==> src/rtl/picmicro_timer1_peripheral.sv <==
// PIC-style Timer1: 16-bit counter with a 1/2/4/8 prescaler and TMR1L/TMR1H/T1CON registers.
// The counter is clocked by the instruction-cycle tick or by a synchronized edge on t1ckin.
module picmicro_timer1_peripheral (
    input  logic       clk,
    input  logic       rst,
    input  logic [8:0] extern_peripherals_addr,
    input  logic [7:0] extern_peripherals_data_in,
    input  logic       extern_peripherals_wr_en,
    output logic [7:0] extern_peripherals_data_out,
    output logic       extern_peripherals_hit,
    input  logic       instr_cycle_tick,
    input  logic       t1ckin,
    output logic       tmr1_overflow
);

    localparam logic [8:0] ADDR_TMR1L = 9'h00E;
    localparam logic [8:0] ADDR_TMR1H = 9'h00F;
    localparam logic [8:0] ADDR_T1CON = 9'h010;

    logic [15:0] tmr1;
    logic [5:0]  t1con;
    logic [2:0]  presc;
    logic [2:0]  ratio_m1;
    logic        sync1, sync2, edge_q;
    logic        hit_l, hit_h, hit_con;
    logic        wr_l, wr_h, wr_con;
    logic        ext_event, count_en;

    assign hit_l   = (extern_peripherals_addr == ADDR_TMR1L);
    assign hit_h   = (extern_peripherals_addr == ADDR_TMR1H);
    assign hit_con = (extern_peripherals_addr == ADDR_T1CON);
    assign extern_peripherals_hit = hit_l | hit_h | hit_con;

    assign wr_l   = extern_peripherals_wr_en & hit_l;
    assign wr_h   = extern_peripherals_wr_en & hit_h;
    assign wr_con = extern_peripherals_wr_en & hit_con;

    // Rising edge of the synchronized pin; edge_q starts at 0 so a pin already high counts once.
    assign ext_event = sync2 & ~edge_q;
    assign count_en  = t1con[0] & (t1con[1] ? ext_event : instr_cycle_tick);

    // NOTE: every always_comb output gets a default first so no path can infer a latch.
    always_comb begin
        extern_peripherals_data_out = 8'h00;
        if (hit_l)
            extern_peripherals_data_out = tmr1[7:0];
        else if (hit_h)
            extern_peripherals_data_out = tmr1[15:8];
        else if (hit_con)
            extern_peripherals_data_out = {2'b00, t1con};
    end

    always_comb begin
        ratio_m1 = 3'd0;
        case (t1con[5:4])
            2'd0: ratio_m1 = 3'd0;
            2'd1: ratio_m1 = 3'd1;
            2'd2: ratio_m1 = 3'd3;
            2'd3: ratio_m1 = 3'd7;
            default: ratio_m1 = 3'd0;
        endcase
    end

    // NOTE: sequential state uses non-blocking assignments so all registers update from pre-edge values.
    always_ff @(posedge clk or negedge rst) begin
        if (!rst) begin
            tmr1          <= 16'h0000;
            t1con         <= 6'h00;
            presc         <= 3'd0;
            sync1         <= 1'b0;
            sync2         <= 1'b0;
            edge_q        <= 1'b0;
            tmr1_overflow <= 1'b0;
        end else begin
            sync1         <= t1ckin;
            sync2         <= sync1;
            edge_q        <= sync2;
            tmr1_overflow <= 1'b0;

            if (wr_con)
                t1con <= extern_peripherals_data_in[5:0];

            // A counter-byte write beats a coincident increment and restarts the prescaler.
            if (wr_l || wr_h) begin
                presc <= 3'd0;
                if (wr_l)
                    tmr1[7:0] <= extern_peripherals_data_in;
                if (wr_h)
                    tmr1[15:8] <= extern_peripherals_data_in;
            end else if (count_en) begin
                if (presc == ratio_m1) begin
                    presc         <= 3'd0;
                    tmr1          <= tmr1 + 16'd1;
                    tmr1_overflow <= (tmr1 == 16'hFFFF);
                end else begin
                    // Past a shrunken ratio the count runs to 7 and wraps without a timer increment.
                    presc <= presc + 3'd1;
                end
            end
        end
    end

endmodule

==> config.mk <==
export PLATFORM = sky130hd
export DESIGN_NAME = picmicro_timer1_peripheral
export DESIGN_NICKNAME = d
export VERILOG_FILES = /design/src/rtl/picmicro_timer1_peripheral.sv
export SDC_FILE = /design/constraint.sdc
export NUM_CORES = 1
export LEC_CHECK = 0
export CAP_MARGIN = 0
export CORE_AREA = 4 4 69 71
export CTS_CLUSTER_DIAMETER = 50
export DETAILED_ROUTE_END_ITERATION = 6
export DIE_AREA = 0 0 73 75
export DONT_BUFFER_PORTS = 1
export SLEW_MARGIN = 0
export SYNTH_ARGS = -nofsm -noshare
export SYNTH_HDL_FRONTEND = slang
export SYNTH_SLANG_ARGS = --single-unit
==> constraint.sdc <==
create_clock -name clk -period 2.05 [get_ports clk]
set_input_delay 0.1025 -clock clk [delete_from_list [all_inputs] [get_ports clk]]
set_output_delay 0.1025 -clock clk [all_outputs]
set_load 0.03 [all_outputs]
==> results.yml, run 1 <==
timing:
  relSlewSlack_pct: 62.6
  setup_viol: 0
  holdWs_ns: 0.00804
  fin_skew_ns: 0.00475
  period_minus_slack_ns: 1.87
  hold_violations: 0
  min_period_over_period_pct: 91.3
  tns_ns: 0
  timing.fmax_mhz: 534
  slew_viol_final: 0
  finalWorstSetupSlack_ns: 0.178
  worst_slew_pin_slew_ns: 0.559
  rsz0062_at_grt: "no"
floorplan:
  fp-row-count: 24
  die-area_um2: 5480
  fp.dieH_um: 75
  start_util_pct: 43.3
  io_pins: 32
  die_w_um: 73
  coreArea_um2: 4230
synth:
  synth-simple-area-share_pct: 22.5
  synth_fa_ha_area_share_pct: 1.37
  synth-seq-area-share_pct: 39.6
  synth_warnings: 0
  ys_types: 51
  synth_edf_count: 0
  synth_area_um2: 1830
  synth_mux_area_share_pct: 8.06
  synth-seq-cells: 29
  async_flop_share_pct: 100
  synth_compound_area_share_pct: 24.0
  ys.flop_type: "dfrtp_1"
  synth_nets: 226
  syn_inst: 202
  avgSynthCellArea_um2: 9.07
  synth_top_family_by_area: "compound AO/OA/AOI/OAI gates"
  synth_xor_area_share_pct: 0.478
routing:
  top_layer: "met4"
  vias: 1651
  wl_per_cell_um: 17.6
  postRouteAntennaNets: 0
  wl_met2_um: 2570
  drc: 0
  drt_iter0_markers: 113
  viasPerCell: 5.96
  routed_wirelength_um: 4890
  drt_pass1_iterations: 4
  wl_met3_um: 254
  m1WireLength_um: 1950
finish:
  multi_input_area_um2: 1030
  layout.cells.most_common: "nand2_1"
  nets: 248
  fill_cells: 378
  area_growth_pct: 18.6
  drive_above_1_share_pct: 18.7
  design_area_um2: 2170
  fin_util_pct: 51.3
  antenna_cells: 0
  most-common-layout-cells: "37 x nand2_1, 29 x dfrtp_1, 27 x a21oi_1"
  final-seq-area_um2: 726
setup_path:
  cp-end-kind: "flip-flop"
  r2r-start: "t1con[4]"
  crit_start: "t1con[4]"
  crit_path_top_delay_cell: "dfrtp_1"
  crit_buf_inv: 1
  critPathLaunchType: "flip-flop"
  path_class: "reg -> reg"
  cp.depth: 7
  rr_worst_depth: 7
  cpMostUsedCell: "a21oi_1"
  crit_chain: "or2_1 > a2111oi_4 > a41oi_2 > o21ai_4 > buf_4 > a21oi_1 > a21oi_1"
  arrival_ns: 2.08
  critPathTopFamily: "compound AO/OA/AOI/OAI gates"
  max_stage_delay_ns: 0.43
  cp.required_ns: 2.26
  crit_fanout: 8
global_routing:
  grt_pass1_vias: 1683
  grt_pass1_wl_um: 8070
  grt.total_usage_pct: 19.5
  overflow: 0
  grt_start_max_net_pins: 30
  antenna_found_initial: 0
pwr:
  power.leakage_nw: 0.973
  peakVddDrop_mv: 0.287
  power.density_nw_per_um2: 621
place:
  place_area_um2: 1960
  place_hpwl_um: 3570
  gp_congestion: 0.829
  portBuffers: 0
  dp_slack_ns: 0.179
min_path:
  min-delay-start: "extern_peripherals_addr[8]"
  hold_path_depth: 2
  hold_path_class: "in -> reg"
clock_tree:
  clkSinkCount: 29
  cts_resized: 0
  clkTransAtPathRegs_ns: 0.07
  clk_latency_ns: 0.28
  cts_root_buffer: "clkbuf_8"
  h-tree-depth: 2
  cts_tree: "done"
  numCtsBuffers: 5
  cts_buffer_depth: 2
status:
  status: "completed"
flow_run:
  cap_violations: 0
per-stage QoR:
step                std cells  total power [W]
finish                    277          0.00135
CTS                       277          0.00136
global placement          260         0.000703
detailed placement        260         0.000707
floorplan                 202         0.000692
global route              277          0.00140
cells by family after synthesis:
kind of cell / Yosys count
XOR/XNOR: 1
AO/OA/AOI/OAI: 65
adder cells (fa/ha/maj): 2
flip-flops: 29
multiplexers: 14
buffers and inverters: 11
AND/OR/NAND/NOR: 80
final cells by class:
cell class,instances,area share [%]
Clock buffer,7,3.97
Clock inverter,1,1.38
Inverter,2,0.345
Multi-Input combinational cell,162,47.6
Sequential cell,29,33.4
Tap cell,52,2.99
Timing Repair Buffer,24,10.4
what timing repair did:
| action | 4_1_cts | 5_1_grt |
|---|---|---|
| endpoints found under the hold margin | 38 | 0 |
| hold buffers | 9 | 0 |
| buffers inserted | 0 | 0 |
Yosys cell counts (2+ instances only):
master    count  share of area (%)
a41o_1        2                1.1
a21oi_2       2               0.96
nand3_1       6                1.6
nand2b_1      2               0.68
or2b_1        2               0.82
clkbuf_1      4               0.82
nand2_1      37                7.6
buf_6         4                2.5
mux2i_1       8                4.4
o21ai_0      15                4.1
nor4_1        3                1.0
dfrtp_1      29                 40
a21oi_1      27                7.4
inv_1         2               0.41
nor2b_1       2               0.68
nor2_1        9                1.8
nor3_1        3               0.82
o22ai_1       5                1.7
and3_1        2               0.68
mux2_2        6                3.7
ha_1          2                1.4
report_power, final:
part	internal (W)	leakage, nW	total [W]	switching (W)
registers	0.000592	0.395	0.000619	0.0000271
logic	0.0000554	0.519	0.000108	0.0000525
clock network	0.000396	0.0585	0.000623	0.000227
sequential cells by signal, summed over array words and instances (netlist names):
name	flops
t1con	6
sync2	1
sync1	1
tmr1_overflow	1
edge_q	1
tmr1	16
presc	3
final timing paths:
| path | slack (ns) | endpoint |
|---|---|---|
| worst max-delay path | 0.18 | tmr1[8] |
| worst min-delay path | 0.008 | presc[0] |
| worst max register to register | 0.18 | tmr1[8] |
| worst min register to register | 0.36 | sync2 |
| max in group asynchronous | 1.62 | t1con[1] |
| min in group asynchronous | 0.26 | presc[2] |
per-layer routing:
| metal | vias to the layer above | global-route usage (%) |
|---|---|---|
| met5 | - | 0 |
| met2 | 49 | 34.3 |
| met4 | 0 | 10.0 |
| met3 | 12 | 4.41 |
| li1 | 783 | - |
| met1 | 807 | 22.0 |
No activity file was read; power rests on OpenSTA's default activity.
==> inputs of run 2 (changes only) <==
--- a/config.mk
+++ b/config.mk
@@ -6,10 +6,10 @@
 export NUM_CORES = 1
 export LEC_CHECK = 0
 export CAP_MARGIN = 0
-export CORE_AREA = 4 4 69 71
+export CORE_AREA = 4 4 80 82
 export CTS_CLUSTER_DIAMETER = 50
 export DETAILED_ROUTE_END_ITERATION = 6
-export DIE_AREA = 0 0 73 75
+export DIE_AREA = 0 0 84 86
 export DONT_BUFFER_PORTS = 1
 export SLEW_MARGIN = 0
 export SYNTH_ARGS = -nofsm -noshare
==> run 2 against run 1 <==
- clock skew up 0.0017 ns
- cell count grew 10%
- core utilization is 13 points lower
- power fell by 7.2%
- critical path type unchanged
- critical endpoint is now tmr1[13]
- highest routed layer unchanged
==> results.yml, run 2 (synthesized netlist as in run 1, its figures left out) <==
place:
  place_area_um2: 2020
  gp_congestion: 0.850
  dp.cells: 288
  place_hpwl_um: 3560
  portBuffers: 0
setup_path:
  r2r-start: "t1con[4]"
  r2r_end: "tmr1[13]"
  rrSetupSlack_ns: 0.17
  cp-end-kind: "flip-flop"
  path_class: "reg -> reg"
  critPathLaunchType: "flip-flop"
  arrival_ns: 2.09
  crit_fanout: 12
  cp.required_ns: 2.26
  rr_worst_depth: 7
clock_tree:
  cts_buffer_depth: 2
  cts_tree: "done"
  numCtsBuffers: 5
  clkTransAtPathRegs_ns: 0.06
  clk_latency_ns: 0.29
  cts_root_buffer: "clkbuf_8"
  clkSinkCount: 29
  cts_resized: 0
  h-tree-depth: 2
min_path:
  worstHoldEndpoint: "tmr1[4]"
  min-delay-start: "extern_peripherals_data_in[4]"
  hold_path_depth: 2
  hold_path_class: "in -> reg"
finish:
  drive_above_1_share_pct: 20.9
  area_growth_pct: 21.4
  max_flop_register: "tmr1"
  most-common-layout-cells: "37 x nand2_1, 29 x dfrtp_1, 27 x a21oi_1"
  finalNonFillerCells: 305
  reg.largest.list: "tmr1 x16, t1con x6, presc x3"
  largest_reg_flops: 16
  layout.cells.most_common: "nand2_1"
  design_area_um2: 2220
  antenna_cells: 0
  nets: 253
floorplan:
  die_w_um: 84
  fp-row-count: 28
  io_pins: 32
  start_util_pct: 31.9
  coreArea_um2: 5750
  die-area_um2: 7220
  fp.dieH_um: 86
timing:
  min_period_over_period_pct: 91.8
  tns_ns: 0
  relSlewSlack_pct: 60.3
  timing.fmax_mhz: 532
  slew_viol_final: 0
  rsz0062_at_grt: "no"
  worst_slew_pin_slew_ns: 0.593
  fin_skew_ns: 0.00640
  hold_violations: 0
  setup_viol: 0
  period_minus_slack_ns: 1.88
routing:
  wl_per_cell_um: 15.7
  viasPerCell: 5.33
  routed_wirelength_um: 4780
  drc: 0
  vias: 1627
  drt_iter0_markers: 102
  drt_pass1_iterations: 5
  postRouteAntennaNets: 0
pwr:
  power.density_nw_per_um2: 564
  peakVddDrop_mv: 0.291
  power.leakage_nw: 0.992
  p_total_w: 0.00125
status:
  status: "completed"
flow_run:
  cap_violations: 0
global_routing:
  antenna_found_initial: 0
  grt_pass1_vias: 1631
  grt_start_max_net_pins: 30
  overflow: 0
  grt.total_usage_pct: 14.1
  grt_pass1_wl_um: 8030
-- run 2: cell count changes in the layout (fill, tap and decap cells not counted), sizes merged --
cell / change
buf: +5
bufinv: -1
clkinv: +1
-- run 2: worst max-delay path: stages (launching register included) --
cell and delay (ns):
dfrtp_1 0.40, or2_1 0.26, a2111oi_4 0.34, a41oi_2 0.15
o21ai_4 0.31, buf_12 0.16, a21oi_1 0.06, a21oi_1 0.13
-- run 2: per-stage QoR --
stage | setup WS [ns] | util [%] | hold slack, ns
detailed placement | 0.167 | 35.2 | -0.192
CTS | 0.168 | 38.7 | 0.0273
floorplan | 0.283 | - | -0.193
global route | 0.0626 | 38.7 | 0.0313
global placement | 0.245 | 35.2 | -0.193
finish | 0.169 | 38.7 | 0.0320
-- run 2: power by group --
part           leakage, nW  internal, W  total, W  switching [W]
Clock               0.0542     0.000303  0.000529       0.000226
Combinational        0.543    0.0000568  0.000109      0.0000517
Sequential           0.395     0.000592  0.000616      0.0000239
-- run 2: layer usage --
| metal | routed length, um | up-vias | track usage (%) | part of all wire, % |
|---|---|---|---|---|
| met2 | 2560 | 31 | 25.4 | 53 |
| li1 | - | 796 | - | - |
| met3 | 176 | 11 | 3.36 | 3.7 |
| met1 | 1950 | 789 | 16.0 | 41 |
| met4 | 102 | 0 | 5.99 | 2.1 |
| met5 | 0 | - | 0 | 0 |
-- run 2: timing repair --
action / in CTS / in global routing
hold buffers: 9 / 0
endpoints found under the setup margin: 0 / 0
setup buffers: 0 / 0
hold endpoints to repair: 38 / 0
-- run 2: worst max path at each step --
stage	end	slack [ns]	startpoint
CTS	tmr1[13]	0.17	t1con[4]
floorplan	tmr1[1]	0.28	presc[0]
global route	tmr1[12]	0.06	t1con[4]
detailed placement	tmr1[13]	0.17	t1con[4]
global placement	tmr1[15]	0.25	t1con[4]
finish	tmr1[13]	0.17	t1con[4]
-- run 2: layout make-up --
type / instances / area [um^2]
clock inverters: 1 / 5.00
multi-input cells: 162 / 1030
well taps: 75 / 93.8
inverters: 2 / 7.51
repair buffers: 29 / 263
flip-flops and latches: 29 / 726
fillers: 598 / 3520
clock buffers: 7 / 96.3
